--- src/rtl/axi_pkg.sv ---
// axi_pkg: shared AXI burst/response types and the beat
// address helper used by the read slave (and future write slave).
package axi_pkg;

   typedef enum logic [1:0] {
      FIXED = 2'b00,
      INCR  = 2'b01,
      WRAP  = 2'b10,
      RSVD  = 2'b11
   } burst_t;

   typedef logic [1:0] resp_t;
   localparam resp_t OKAY   = 2'b00;
   localparam resp_t SLVERR = 2'b10;

   typedef enum logic {
      IDLE  = 1'b0,
      BURST = 1'b1
   } state_t;

   localparam int MAX_AW = 64;

   function automatic logic [MAX_AW-1:0] next_beat_addr(
      input logic [MAX_AW-1:0] addr,
      input logic [2:0]        size,
      input logic [15:0]       len,
      input burst_t            burst
   );
      logic [MAX_AW-1:0] step;
      logic [MAX_AW-1:0] wlen;
      logic [MAX_AW-1:0] res;
      step = MAX_AW'(1) << size;
      wlen = (MAX_AW'(len) + MAX_AW'(1)) << size;
      res  = addr;
      unique case (burst)
         FIXED: res = addr;
         INCR:  res = (addr & ~(step - 1)) + step;
         WRAP:  res = (addr & ~(wlen - 1))
                    | ((addr + step) & (wlen - 1));
         RSVD:  res = addr;
      endcase
      return res;
   endfunction

endpackage

--- src/rtl/axi_rd_slave_if.sv ---
// axi_rd_slave_if: AXI read address and read data channels
// with master/slave modports.
interface axi_rd_slave_if #(
   parameter int A_WIDTH   = 16,
   parameter int D_WIDTH   = 32,
   parameter int ID_WIDTH  = 9,
   parameter int LEN_WIDTH = 8
);
   logic [ID_WIDTH-1:0]  ARID;
   logic [A_WIDTH-1:0]   ARADDR;
   logic [LEN_WIDTH-1:0] ARLEN;
   logic [2:0]           ARSIZE;
   logic [1:0]           ARBURST;
   logic                 ARVALID;
   logic                 ARREADY;
   logic [ID_WIDTH-1:0]  RID;
   logic [D_WIDTH-1:0]   RDATA;
   logic [1:0]           RRESP;
   logic                 RLAST;
   logic                 RVALID;
   logic                 RREADY;

   modport master (
      output ARID, ARADDR, ARLEN, ARSIZE, ARBURST, ARVALID, RREADY,
      input  ARREADY, RID, RDATA, RRESP, RLAST, RVALID
   );

   modport slave (
      input  ARID, ARADDR, ARLEN, ARSIZE, ARBURST, ARVALID, RREADY,
      output ARREADY, RID, RDATA, RRESP, RLAST, RVALID
   );
endinterface

--- src/rtl/axi_rd_skid.sv ---
// axi_rd_skid: 2-entry valid/ready skid buffer; the output
// register holds steady while out_ready is low.
module axi_rd_skid #(
   parameter int W = 8
) (
   input  logic         clk,
   input  logic         rstn,
   input  logic         in_valid,
   output logic         in_ready,
   input  logic [W-1:0] in_data,
   output logic         out_valid,
   input  logic         out_ready,
   output logic [W-1:0] out_data
);
   logic         s_valid;
   logic [W-1:0] s_data;

   assign in_ready = !s_valid;

   // move data to the output, parking one word when stalled
   always_ff @(posedge clk or negedge rstn) begin
      if (!rstn) begin
         out_valid <= 1'b0;
         out_data  <= '0;
         s_valid   <= 1'b0;
         s_data    <= '0;
      end else if (out_ready || !out_valid) begin
         if (s_valid) begin
            out_valid <= 1'b1;
            out_data  <= s_data;
            s_valid   <= 1'b0;
         end else begin
            out_valid <= in_valid;
            if (in_valid) out_data <= in_data;
         end
      end else if (in_valid && in_ready) begin
         s_valid <= 1'b1;
         s_data  <= in_data;
      end
   end
endmodule

--- src/rtl/axi_rd_slave.sv ---
// axi_rd_slave: single-burst AXI read slave over a 1-cycle SRAM.
// Define AXI_RD_RANGE_CHK_EN to flag beats beyond memory depth.
module axi_rd_slave
   import axi_pkg::*;
#(
   parameter int A_WIDTH   = 16,
   parameter int D_WIDTH   = 32,
   parameter int ID_WIDTH  = 9,
   parameter int LEN_WIDTH = 8,
   parameter int MEM_AW    = 10
) (
   input  logic               clk,
   input  logic               rstn,
   axi_rd_slave_if.slave      bus,
   output logic               mem_re,
   output logic [MEM_AW-1:0]  mem_addr,
   input  logic [D_WIDTH-1:0] mem_rdata
);
   localparam int LB = $clog2(D_WIDTH / 8);
   localparam int CW = LEN_WIDTH + 1;
   localparam int SW = ID_WIDTH + D_WIDTH + 3;

   state_t               state;
   state_t               state_nx;
   logic                 ar_rdy;
   logic                 ar_hs;
   logic                 ar_err;
   logic                 r_hs;
   logic                 issue;
   logic                 beat_err;
   logic [ID_WIDTH-1:0]  id;
   logic [A_WIDTH-1:0]   addr;
   logic [LEN_WIDTH-1:0] len;
   logic [2:0]           size;
   burst_t               burst;
   logic                 err;
   logic [CW-1:0]        left;
   logic [1:0]           occ;
   logic                 p_valid;
   logic                 p_last;
   logic                 p_err;
   logic [D_WIDTH-1:0]   rdata;
   logic                 s_in_valid;
   logic                 s_in_ready;
   logic [SW-1:0]        s_in;
   logic [SW-1:0]        s_out;

   assign bus.ARREADY = ar_rdy;
   assign ar_hs       = bus.ARVALID && ar_rdy;
   assign r_hs        = bus.RVALID && bus.RREADY;
   assign mem_addr    = MEM_AW'(addr >> LB);

`ifdef AXI_RD_RANGE_CHK_EN
   logic oor;
   assign oor      = ((addr >> LB) >> MEM_AW) != '0;
   assign beat_err = err || oor;
`else
   assign beat_err = err;
`endif

   // classify an incoming request as an error burst
   always_comb begin
      ar_err = 1'b0;
      if (bus.ARBURST == 2'b11) ar_err = 1'b1;
      if (bus.ARSIZE > 3'(LB)) ar_err = 1'b1;
      if (bus.ARBURST == 2'b10 &&
          !(bus.ARLEN == LEN_WIDTH'(1) ||
            bus.ARLEN == LEN_WIDTH'(3) ||
            bus.ARLEN == LEN_WIDTH'(7) ||
            bus.ARLEN == LEN_WIDTH'(15)))
         ar_err = 1'b1;
   end

   // state register
   always_ff @(posedge clk or negedge rstn) begin
      if (!rstn) state <= IDLE;
      else       state <= state_nx;
   end

   // next state: leave IDLE on AR, return on the last R beat
   always_comb begin
      state_nx = state;
      unique case (state)
         IDLE:  if (ar_hs) state_nx = BURST;
         BURST: if (r_hs && bus.RLAST) state_nx = IDLE;
      endcase
   end

   // beat issue; error bursts never touch the memory
   always_comb begin
      issue  = 1'b0;
      mem_re = 1'b0;
      if (state == BURST && left != '0 && (occ != 2'd2 || r_hs))
         issue = 1'b1;
      mem_re = issue && !err;
   end

   // ARREADY is registered so it only rises after reset release
   always_ff @(posedge clk or negedge rstn) begin
      if (!rstn) ar_rdy <= 1'b0;
      else       ar_rdy <= (state_nx == IDLE);
   end

   // burst context and per-beat address stepping
   always_ff @(posedge clk or negedge rstn) begin
      if (!rstn) begin
         id    <= '0;
         addr  <= '0;
         len   <= '0;
         size  <= '0;
         burst <= FIXED;
         err   <= 1'b0;
         left  <= '0;
      end else if (ar_hs) begin
         id    <= bus.ARID;
         addr  <= bus.ARADDR;
         len   <= bus.ARLEN;
         size  <= bus.ARSIZE;
         burst <= burst_t'(bus.ARBURST);
         err   <= ar_err;
         left  <= CW'(bus.ARLEN) + CW'(1);
      end else if (issue) begin
         addr  <= A_WIDTH'(next_beat_addr(MAX_AW'(addr), size,
                                          16'(len), burst));
         left  <= left - CW'(1);
      end
   end

   // beats issued but not yet accepted on R
   always_ff @(posedge clk or negedge rstn) begin
      if (!rstn) occ <= '0;
      else       occ <= occ + {1'b0, issue} - {1'b0, r_hs};
   end

   // tag the beat that returns from memory next cycle
   always_ff @(posedge clk or negedge rstn) begin
      if (!rstn) begin
         p_valid <= 1'b0;
         p_last  <= 1'b0;
         p_err   <= 1'b0;
      end else begin
         p_valid <= issue;
         p_last  <= (left == CW'(1));
         p_err   <= beat_err;
      end
   end

   assign rdata      = p_err ? '0 : mem_rdata;
   assign s_in       = {id, rdata, p_err ? SLVERR : OKAY, p_last};
   assign s_in_valid = p_valid && s_in_ready;

   axi_rd_skid #(.W(SW)) u_skid (
      .clk       (clk),
      .rstn      (rstn),
      .in_valid  (s_in_valid),
      .in_ready  (s_in_ready),
      .in_data   (s_in),
      .out_valid (bus.RVALID),
      .out_ready (bus.RREADY),
      .out_data  (s_out)
   );

   assign {bus.RID, bus.RDATA, bus.RRESP, bus.RLAST} = s_out;

endmodule

--- src/flat_wrapper.sv ---
// flat-port wrapper written by rule: the top's interface ports become plain ports
module axi_rd_slave_flat import axi_pkg::*;
#(
   parameter int A_WIDTH   = 16,
   parameter int D_WIDTH   = 32,
   parameter int ID_WIDTH  = 9,
   parameter int LEN_WIDTH = 8,
   parameter int MEM_AW    = 10
)
  (clk, rstn, mem_re, mem_addr, mem_rdata, bus_ARID, bus_ARADDR, bus_ARLEN, bus_ARSIZE, bus_ARBURST, bus_ARVALID, bus_RREADY, bus_ARREADY, bus_RID, bus_RDATA, bus_RRESP, bus_RLAST, bus_RVALID);
  axi_rd_slave_if #(.A_WIDTH(A_WIDTH), .D_WIDTH(D_WIDTH), .ID_WIDTH(ID_WIDTH), .LEN_WIDTH(LEN_WIDTH)) bus_i ();
  input  logic clk;
  input  logic rstn;
  output logic mem_re;
  output logic [MEM_AW-1:0] mem_addr;
  input  logic [D_WIDTH-1:0] mem_rdata;
  input wire logic [$bits(bus_i.ARID)-1:0] bus_ARID;
  input wire logic [$bits(bus_i.ARADDR)-1:0] bus_ARADDR;
  input wire logic [$bits(bus_i.ARLEN)-1:0] bus_ARLEN;
  input wire logic [$bits(bus_i.ARSIZE)-1:0] bus_ARSIZE;
  input wire logic [$bits(bus_i.ARBURST)-1:0] bus_ARBURST;
  input wire logic [$bits(bus_i.ARVALID)-1:0] bus_ARVALID;
  input wire logic [$bits(bus_i.RREADY)-1:0] bus_RREADY;
  output wire logic [$bits(bus_i.ARREADY)-1:0] bus_ARREADY;
  output wire logic [$bits(bus_i.RID)-1:0] bus_RID;
  output wire logic [$bits(bus_i.RDATA)-1:0] bus_RDATA;
  output wire logic [$bits(bus_i.RRESP)-1:0] bus_RRESP;
  output wire logic [$bits(bus_i.RLAST)-1:0] bus_RLAST;
  output wire logic [$bits(bus_i.RVALID)-1:0] bus_RVALID;
  assign bus_i.ARID = bus_ARID;
  assign bus_i.ARADDR = bus_ARADDR;
  assign bus_i.ARLEN = bus_ARLEN;
  assign bus_i.ARSIZE = bus_ARSIZE;
  assign bus_i.ARBURST = bus_ARBURST;
  assign bus_i.ARVALID = bus_ARVALID;
  assign bus_i.RREADY = bus_RREADY;
  assign bus_ARREADY = bus_i.ARREADY;
  assign bus_RID = bus_i.RID;
  assign bus_RDATA = bus_i.RDATA;
  assign bus_RRESP = bus_i.RRESP;
  assign bus_RLAST = bus_i.RLAST;
  assign bus_RVALID = bus_i.RVALID;
  axi_rd_slave #(.A_WIDTH(A_WIDTH), .D_WIDTH(D_WIDTH), .ID_WIDTH(ID_WIDTH), .LEN_WIDTH(LEN_WIDTH), .MEM_AW(MEM_AW)) u_core (.clk(clk), .rstn(rstn), .bus(bus_i), .mem_re(mem_re), .mem_addr(mem_addr), .mem_rdata(mem_rdata));
endmodule
--- config.mk ---
export PLATFORM = sky130hd
export DESIGN_NAME = axi_rd_slave_flat
export DESIGN_NICKNAME = d
export VERILOG_FILES = /design/src/rtl/axi_pkg.sv /design/src/rtl/axi_rd_slave_if.sv /design/src/rtl/axi_rd_skid.sv /design/src/rtl/axi_rd_slave.sv /design/src/flat_wrapper.sv
export SDC_FILE = /design/constraint.sdc
export NUM_CORES = 1
export LEC_CHECK = 0
export ABC_AREA = 1
export BUFFER_PORTS_ARGS = -buffer_cell sky130_fd_sc_hd__buf_2
export CORE_MARGIN = 2
export CORE_UTILIZATION = 52
export DETAILED_ROUTE_END_ITERATION = 10
export GPL_ROUTABILITY_DRIVEN = 0
export HOLD_SLACK_MARGIN = 0.02
export PLACE_DENSITY = 0.77
export SLEW_MARGIN = 20
export SYNTH_ARGS = -nofsm -noshare
export SYNTH_HDL_FRONTEND = slang
export SYNTH_SLANG_ARGS = --single-unit
--- constraint.sdc ---
create_clock -name clk -period 2.3 [get_ports clk]
set_input_delay 0.23 -clock clk [delete_from_list [all_inputs] [get_ports clk]]
set_output_delay 0.23 -clock clk [all_outputs]
set_load 0.1 [all_outputs]
Yosys cells after proc, flatten, opt, wreduce, memory -nomap -nowiden
Cells that the tools add are included.
Storage, ports and cells
  register bits after elaboration: 145
  bits in latches: 0
  RAM bits: 0
  memory bits (read-only): 0
  bits of input ports: 74
  output and inout port bits: 57
  logic and storage cells: 96
  memories kept: 0
Cells by class
  add/sub/neg operators: 9
  $mul: 0
  divide/modulo/power cells: 0
  magnitude comparators: 1
  equality and inequality tests: 12
  shift operators: 2
  mux-type cells: 19
  bitwise gates (word level): 9
  reductions and logical operators: 27
Operators with widths (number)
  2-to-1 mux 44 bit: 2
  << shifter 64 x 3 -> 16 bit: 1
  AND 16 bit: 3
  one-hot mux 16 bit (3 select lines): 1
  adder 16 bit: 2
  2-to-1 mux 16 bit: 2
  2-to-1 mux 32 bit: 1
  NOT 16 bit: 2
  subtractor 16 x 1 -> 16 bit, second input constant: 2
  adder 8 x 1 -> 9 bit, second input constant: 2
  2-to-1 mux 9 bit: 2
  OR 16 bit: 1
  << shifter 1 x 3 -> 16 bit, first input constant: 1
  equality test 9 x 1 -> 1 bit, second input constant: 1
  logical AND 1 bit: 9
  2-to-1 mux 1 bit: 9
  nonzero test 9 bit: 1
  subtractor 9 x 1 -> 9 bit, second input constant: 1
  equality test 2 bit, second input constant: 4
  equality test 8 x 1 -> 1 bit, second input constant: 1
  equality test 8 x 2 -> 1 bit, second input constant: 1
  equality test 8 x 3 -> 1 bit, second input constant: 1
  equality test 8 x 4 -> 1 bit, second input constant: 1
  AND reduction 2 bit: 3
  other kinds (14): 25

Depth between registers and ports, before layout
Gate-level depths: netlist of the first run.
  depth after elaboration: 9
  gate-level depth with buffers: 20
  gate-level depth less buffers: 19

Modules after synthesis
A second synthesis of the first run with hierarchy kept.
Unflattened totals
  cells, all modules: 1294
  area total of the unflattened synthesis: 8747.1 sq um
By module, submodules not included
  axi_rd_slave: times used 1, cells an instance 765, area each 4707.0 sq um, seq. area each 1276.2 sq um
  axi_rd_skid: times used 1, cells an instance 529, area each 4040.1 sq um, seq. area each 2252.2 sq um

Worst setup path before layout of the first run
OpenSTA, ideal clock, no wires.
  path kind: reg-to-output
  start point: reg u_core.u_skid.out_valid
  end point: out mem_re
  data arrival time: 2800 ps
  data required time: 2070 ps
  path slack: -730 ps
  stages on the path, launching flop included: 7
  path buffers: 0
  path through: dfrtp_1 nand2_1 inv_1 nor2_1 nor3_4 inv_2 nor2_1
Between the ends
  longest elaborated chain between the ends: 5
Ends and longest elaborated chain
  start: declaration: RTL line axi_rd_skid.sv:11  | output logic out_valid,
  start signal: assignment: RTL line axi_rd_skid.sv:33  | out_valid <= in_valid;
  logical AND 1 bit: RTL line axi_rd_slave.sv:50  | assign r_hs = bus.RVALID && bus.RREADY;
  logical OR 1 bit: RTL line axi_rd_slave.sv:93  | if (state == BURST && left != '0 && (occ != 2'd2 || r_hs))
  logical AND 1 bit: RTL line axi_rd_slave.sv:93
  2-to-1 mux 1 bit: RTL line axi_rd_slave.sv:93
  named net u_core.issue: RTL line axi_rd_slave.sv:29  | logic issue;
  logical AND 1 bit: RTL line axi_rd_slave.sv:95  | mem_re = issue && !err;
  end: declaration: RTL line flat_wrapper.sv:14  | output logic mem_re;
The timed path passes the listed nets, and every way through them passes these cells.

==> results.txt, run 1 <==
The highest clock frequency the design can meet came out at approximately 420 MHz. The critical path is of the flip-flop to flip-flop type. The total via count after detailed routing came out at between 8000 and 9000. STA classifies the critical path endpoint as a flip-flop. The wire length on met1 came out at roughly 10000 um. The final setup violation count came out at 6. The launch instance of the worst min-delay path is bus_ARSIZE[0]. The startpoint identified for the worst register-to-register timing path is u_core.size[1]. The worst setup margin came out at -89.0 ps. The launching element type of the critical path is a flip-flop. The initial antenna violation count is 0. The number of maximum-capacitance constraint violations is 0. The die is 130 um wide. The share of flip-flops with an asynchronous set or reset after synthesis came out at 1.00.

The share of the yosys chip area belonging to registers came out at 0.419. The number of ports placed on the die boundary is ~130. The count of fill cells added during filler insertion is 1288. 0 antenna diodes ended up in the layout. The fraction of the cycle the final worst path needs is 1.04. After detailed routing, the met2 layer carries 10700 um of wire. In the synthesized netlist the dominant register cell turns out to be sky130_fd_sc_hd__dfrtp_1. The peak per-stage delay on the critical path is 430 ps.

Entering global routing, the biggest net connects 87 pins. Measured against its own limit, the worst slew margin works out to 0.314. Counting instances in the post-synthesis netlist gives the leading cell types as 327 x sky130_fd_sc_hd__nand2_1, 139 x sky130_fd_sc_hd__dfrtp_1, 127 x sky130_fd_sc_hd__o21ai_0, 98 x sky130_fd_sc_hd__inv_1, 70 x sky130_fd_sc_hd__nand3_1. TritonCTS built the clock tree.

Counting cells, the worst reg-to-reg path comes to 14. The leftover overflow at the end of global routing came out at 0. Of the cells placed in the final design, the portion with a size suffix greater than 1 is 0.276. The TritonCTS sink count came out at 139.

For this configuration, the core starts out at a cell density of 0.528. In the routed design, unresolved DRC markers number 0. The worst path buffer plus inverter count is 4.

The total length of routed met3 wires came out at 1350 um. The number of flops mapped to enable cells by yosys is 0. After synthesis, the cell types taking the most area are sky130_fd_sc_hd__dfrtp_1 42%, sky130_fd_sc_hd__nand2_1 15%, sky130_fd_sc_hd__o21ai_0 7.7%. Synthesis handed over a netlist of ~1100 instances. The checks that failed: setup timing. The global-route usage over all layers is 0.261. Subtracting the final worst setup slack from the clock period gives 2390 ps. The number of cells traversed by the worst hold path is 3. After detailed routing, the number of vias per cell comes to 5.43. The routed wire length per instance came out at 14.8 um. For the worst setup path, the data arrival time is ~2800 ps. At the placement stage, the worst setup path has a slack of -124 ps. Port buffering added 125 buffers.

The post-synth design cell area is just over 8000 um^2. The synthesized netlist net count is 1209. The capture endpoint of the worst hold path is u_core.size[0].

The net count of the finished layout is between 1000 and 1500. In this run the vertical extent of the chip is 130 um. By instance count, the cell type seen most on the critical path is sky130_fd_sc_hd__buf_4. The worst-path cell with the longest stage delay is sky130_fd_sc_hd__dfrtp_1.

The total length of routed wires came out at 22600 um. The number of distinct library cell variants in the gate-level netlist after synthesis came out at 50. The number of H-tree branching levels is 4. The run finished, with violations left. By instance count, the leading cell after synthesis is sky130_fd_sc_hd__nand2_1. The number of warnings issued by yosys is 0. In this run the mean area of a mapped cell was 7.44 um^2. Setup repair after global routing could not meet its margin everywhere. The path class of the lowest-slack min-delay path is input pin to flip-flop. The floorplan step defined a die boundary enclosing around 17000 um^2. The HPWL after detailed placement came out at 15100 um. The number of nets still failing antenna checks after routing is 0. The number of max-slew violations in the final report is 0.

The flip-flop and latch count after synthesis came out at ~140. The later pin in the worst-skew pair is clocked with a latency of 430 ps. The core outline area is roughly 16000 um^2. The largest clock skew in the final design is between 9 and 10 ps.

The cell row count is 46. The critical path goes through nor2_4, inv_2, nor2_4, buf_4, ha_1, a31oi_2, buf_4, buf_4, o21bai_1, a21oi_1, o211ai_1, o211ai_1, nand2_1, nand2_1. Counting the buffers created by CTS gives 17.

For flop-to-flop paths, the worst setup slack is -90 ps. The number of iterations in the first detailed-routing pass is 5. The data required time at the worst endpoint came out at about 2700 ps. Along the worst path, the maximum fanout reaches 3.

The initial detailed-routing violation count came out at slightly below 600. The worst-margin pin slew is 1020 ps. The CTS clock-pin slew for the worst setup and hold paths is 70 ps.

The final number of hold-violating endpoints was 0. The first global-routing pass estimated 35100 um of wire. The clock passes through at most 2 buffers. The layout-stage area growth over the synthesis result came out at 27.5%. The cell sitting at the root of the clock tree is a sky130_fd_sc_hd__clkbuf_16. The highest layer touched by signal routing is met4. The category of cells accounting for the largest share of critical-path delay is compound AO/OA/AOI/OAI gates. The via count of the first global-routing pass was between 7000 and 8000. The leading area contributor after synthesis is sky130_fd_sc_hd__dfrtp_1. The proportion of netlist area held by the largest area contributor came out at 0.419.
through the flow:
stage / hold slack (ps) / TNS (ps) / area (um^2) / utilization / instances
floorplan: -65.6 / 0 / 8320 / - / 1115
global placement: 237 / -79.5 / 9550 / 0.608 / 1471
detailed placement: 238 / -647 / 9550 / 0.608 / 1471
CTS: 20.0 / -25.2 / 10200 / 0.651 / 1511
global route: 55.1 / -1300 / 10600 / 0.673 / 1524
finish: 27.2 / -286 / 10600 / 0.673 / 1524
how the worst max path moves through the flow:
stage	start	endpoint	cells after the start	slack (ps)
final	u_core.size[1]	flip-flop	14	-90
after global routing	u_core.size[1]	flip-flop	14	-220
after CTS	u_core.size[0]	flip-flop	19	-10
after detailed placement	u_core.size[1]	flip-flop	17	-120
after global placement	u_core.size[1]	flip-flop	16	-40
after floorplan	u_core.size[1]	flip-flop	19	10
area by class of cell:
cell class,instances,area [um^2],share of cell area
well taps,216,270,0.0256
repair buffers,220,1420,0.134
clock inverters,13,126,0.0119
inverters,109,414,0.0392
clock buffers,19,453,0.0428
multi-input cells,808,4410,0.417
flip-flops and latches,139,3480,0.329
sequential cells by signal, summed over array words and instances (netlist names), 2 cells and up, named ones only:
register	count
u_core.burst	2
u_core.id	9
u_core.left	9
u_core.len	8
u_core.occ	2
u_core.size	3
u_core.u_skid.out_data	43
u_core.u_skid.s_data	43
cell families after synthesis:
| family | count (synthesis) | share of synthesized area |
|---|---|---|
| other cells | 1 | 0.000452 |
| flops | 139 | 0.419 |
| buf+inv | 168 | 0.0840 |
| simple gates | 510 | 0.265 |
| compound gates | 259 | 0.181 |
| xor+xnor | 18 | 0.0190 |
| fa+ha+maj | 20 | 0.0311 |
metal layers:
| layer | vias up | track usage |
|---|---|---|
| met2 | 311 | 0.427 |
| met5 | - | 0 |
| met3 | 68 | 0.0390 |
| met1 | 3870 | 0.357 |
| met4 | 0 | 0.0886 |
| li1 | 4023 | - |
tightest hold or removal path, cell delays in order:
cell                      delay [ps]
sky130_fd_sc_hd__buf_2            90
sky130_fd_sc_hd__nand2_1          40
sky130_fd_sc_hd__o21ai_0          50
timing repair:
item	in CTS	in global routing
hold buffers	7	0
buffers inserted	1	13
gates resized for setup	13	68
pin swaps	1	27
cloned	0	0
endpoints found under the hold margin	62	0
endpoints found under the setup margin	9	11
placed cells by master, fill, tap and decap left out, types with 11 or more instances in the layout:
cell type                     n
sky130_fd_sc_hd__nor2_2      12
sky130_fd_sc_hd__dfrtp_1    137
sky130_fd_sc_hd__nor2_1      48
sky130_fd_sc_hd__o211ai_1    22
sky130_fd_sc_hd__inv_1       89
sky130_fd_sc_hd__inv_2       14
sky130_fd_sc_hd__nand2_2     27
sky130_fd_sc_hd__buf_4       84
sky130_fd_sc_hd__nand3_1     66
sky130_fd_sc_hd__clkbuf_16   17
sky130_fd_sc_hd__o21ai_0    120
sky130_fd_sc_hd__nand2_1    309
sky130_fd_sc_hd__ha_1        11
sky130_fd_sc_hd__a21oi_1     42
sky130_fd_sc_hd__o21a_1      26
sky130_fd_sc_hd__buf_2      123
Power of run 1 is not shown: default switching activity piles up to over one toggle a cycle in this logic, so the estimate is an artifact.
==> run 2, diff against run 1 <==
- CORE_UTILIZATION: 52 -> 54
- CTS_BUF_LIST: default -> sky130_fd_sc_hd__clkbuf_8
- PLACE_DENSITY: 0.77 -> 0.92
==> results.txt, run 2 (synthesis results as in run 1) <==
The flow ran to the end, but the final reports show violations. The checks that failed: setup timing. Across all hold checks on the routed design, the worst slack comes to 54.3 ps. The critical path goes through nor2_4, inv_2, nor2_4, inv_4, ha_4, buf_4, nand3_1, o21ai_1, a31oi_1, nand3_2, nand2_1, nand2_1, nand2_1, nand3_1, nand2_1, nand2_1. The launching element type of the critical path is a flip-flop.

The worst endpoint data arrival time is 2910 ps. The path class of the lowest-slack min-delay path is input pin to flip-flop. The final number of hold-violating endpoints is 0. The peak per-stage delay on the critical path is 480 ps. Counting instances, the worst hold path has a depth of 3. The via count of the first global-routing pass is approximately 8000. The number of I/O port buffers came out at 125. The routed wire length per instance is approximately 17 um. Leaving out fill and tap cells, the most frequent cell in the layout is sky130_fd_sc_hd__nand2_1. The critical path is of the flip-flop to flip-flop type. The layout cell share with drive strength beyond 1 is 0.284. For the worst setup path, the data required time is between 2000 and 3000 ps. The total die area is 16400 um^2.

After routing the design area is 10600 um^2. The floorplan step set the die width to 128 um. The worst reg-to-reg setup slack came out at -240 ps. Measured in cells, the most critical reg-to-reg path has a length of 16. The later-pin clock latency in the skew report came out at between 400 and 500 ps. Setup repair after global routing could not meet its margin everywhere. The largest clock skew in the final design came out at 17.7 ps. At the end of the flow, the number of nets in the layout was 1410.

The first global-routing pass estimated around 37000 um of wire. The floorplan has 45 rows. In this run the worst path has a maximum fanout of 6. Using the TritonRoute via totals, the vias-per-cell ratio works out to 5.93. The number of nets still failing antenna checks after routing is 0. The worst setup margin is -244 ps. From synthesis to final layout, the design area changed by 27.8%. The CTS buffer count came out at 17.

TritonCTS built the clock tree. The number of max-slew violations in the final report came out at 0. The worst hold path begins at bus_ARBURST[0].

The die is 128 um tall. The leftover overflow at the end of global routing came out at 0. The startpoint of the lowest-slack register-to-register path is u_core.size[1].

The clock tree synthesis step divided the H-tree into 4 levels. The initial detailed-routing violation count is 1043. The HPWL after detailed placement came out at 15100 um. The most numerous cell type found on the critical path is sky130_fd_sc_hd__nand2_1.

Setup total negative slack on the finished layout was measured at -1420 ps. The count of unresolved DRC violations after routing is 0. Clock-pin slew was measured on the worst setup and hold paths at 100 ps. The worst-margin pin slew is 956 ps. Leaving out fill and tap cells, the most frequent cells in the layout are 310 x sky130_fd_sc_hd__nand2_1, 136 x sky130_fd_sc_hd__dfrtp_1, 123 x sky130_fd_sc_hd__buf_2, 120 x sky130_fd_sc_hd__o21ai_0, 94 x sky130_fd_sc_hd__buf_4. The final route contains 8999 vias.

In the final layout, the registers with the most flip-flops are u_core.u_skid.out_data x43, u_core.u_skid.s_data x43. The worst pin sits at a relative slew slack of 0.359. The final setup violation count is 10. The core outline area came out at approximately 15000 um^2. Based on the critical path, the design can be clocked at up to 393 MHz. The worst-path cell with the longest stage delay is sky130_fd_sc_hd__dfrtp_2. The endpoint kind of the worst setup timing path is a flip-flop. The maximum clock insertion buffer count is 2. The maximum number of pins on one net before global-route repair came out at 79. The number of ports placed on the die boundary came out at between 100 and 150. The total placed instance area is roughly 9500 um^2. The fraction of the cycle the final worst path needs came out at 1.11. The tool flagged a number of max-cap violations equal to 0. The path with the worst hold slack has its endpoint at u_core.burst[0].

In the global route stage, overall resource usage came out at 0.282. The clock net in this run drives a total of 139 sinks. The starting density of the core is 0.550. The layout has 1074 filler cells. Clock tree synthesis selected as its root buffer the cell sky130_fd_sc_hd__clkbuf_8. The count of inserted antenna diode cells came out at 0. The total length of routed wires came out at 25400 um. The clock period minus worst slack is 2540 ps. For this run, the detailed router's first-pass iteration total came to 6. The initial antenna violation count came out at 0.
-- run 2: changes by cell type in the layout (fill, tap and decap cells not counted), moves of 3 or more --
cell	previous run	this run
sky130_fd_sc_hd__clkbuf_8	2	18
sky130_fd_sc_hd__inv_2	14	11
sky130_fd_sc_hd__o21ai_2	10	6
sky130_fd_sc_hd__buf_4	84	94
sky130_fd_sc_hd__clkbuf_16	17	0
sky130_fd_sc_hd__o21ai_1	10	13
sky130_fd_sc_hd__buf_6	2	6
sky130_fd_sc_hd__dlygate4sd3_1	7	14
-- run 2: repair_timing --
action,in CTS,in global routing
hold buffers,14,0
pin swaps,9,39
resized for setup,27,68
endpoints found under the setup margin,10,13
hold endpoints to repair,76,0
setup buffers,9,17
-- run 2: final cells by class --
class                   count  area (um^2)  share of cell area
inverters                 109          419              0.0395
well taps                 188          235              0.0222
multi-input cells         808         4480               0.423
repair buffers            241         1610               0.152
flip-flops and latches    139         3480               0.328
clock inverters            14          129              0.0122
clock buffers              18          248              0.0234
-- run 2: worst max-delay path, delay by kind of cell, from the launching register on --
| family | cells | cell delay, ps |
|---|---|---|
| buffers and inverters | 3 | 300 |
| AO/OA/AOI/OAI | 2 | 470 |
| flip-flops | 1 | 480 |
| adder cells (fa/ha/maj) | 1 | 190 |
| AND/OR/NAND/NOR | 10 | 1020 |
-- run 2: stage by stage --
step / utilization / setup WS, ps / cells
after floorplan: - / 13.3 / 1115
after global placement: 0.632 / -73.9 / 1445
after detailed placement: 0.632 / -159 / 1445
after CTS: 0.676 / -2.14 / 1500
after global routing: 0.703 / -428 / 1517
final: 0.703 / -244 / 1517
-- run 2: layer usage --
metal,track usage,part of all wire,routed length [um],up-vias
li1,-,-,-,4048
met1,0.359,0.38,9670,4169
met2,0.475,0.47,11900,622
met3,0.0547,0.095,2420,160
met4,0.116,0.056,1420,0
met5,0,0,0,-
-- run 2: worst max-delay path by stage --
stage	to	start	slack, ps
floorplan	flip-flop	u_core.size[1]	10
global placement	flip-flop	u_core.size[1]	-70
detailed placement	flip-flop	u_core.size[1]	-160
CTS	flip-flop	u_core.size[1]	-2
global route	flip-flop	u_core.size[1]	-430
finish	flip-flop	u_core.size[1]	-240
Power of run 2 is left out for the same reason.
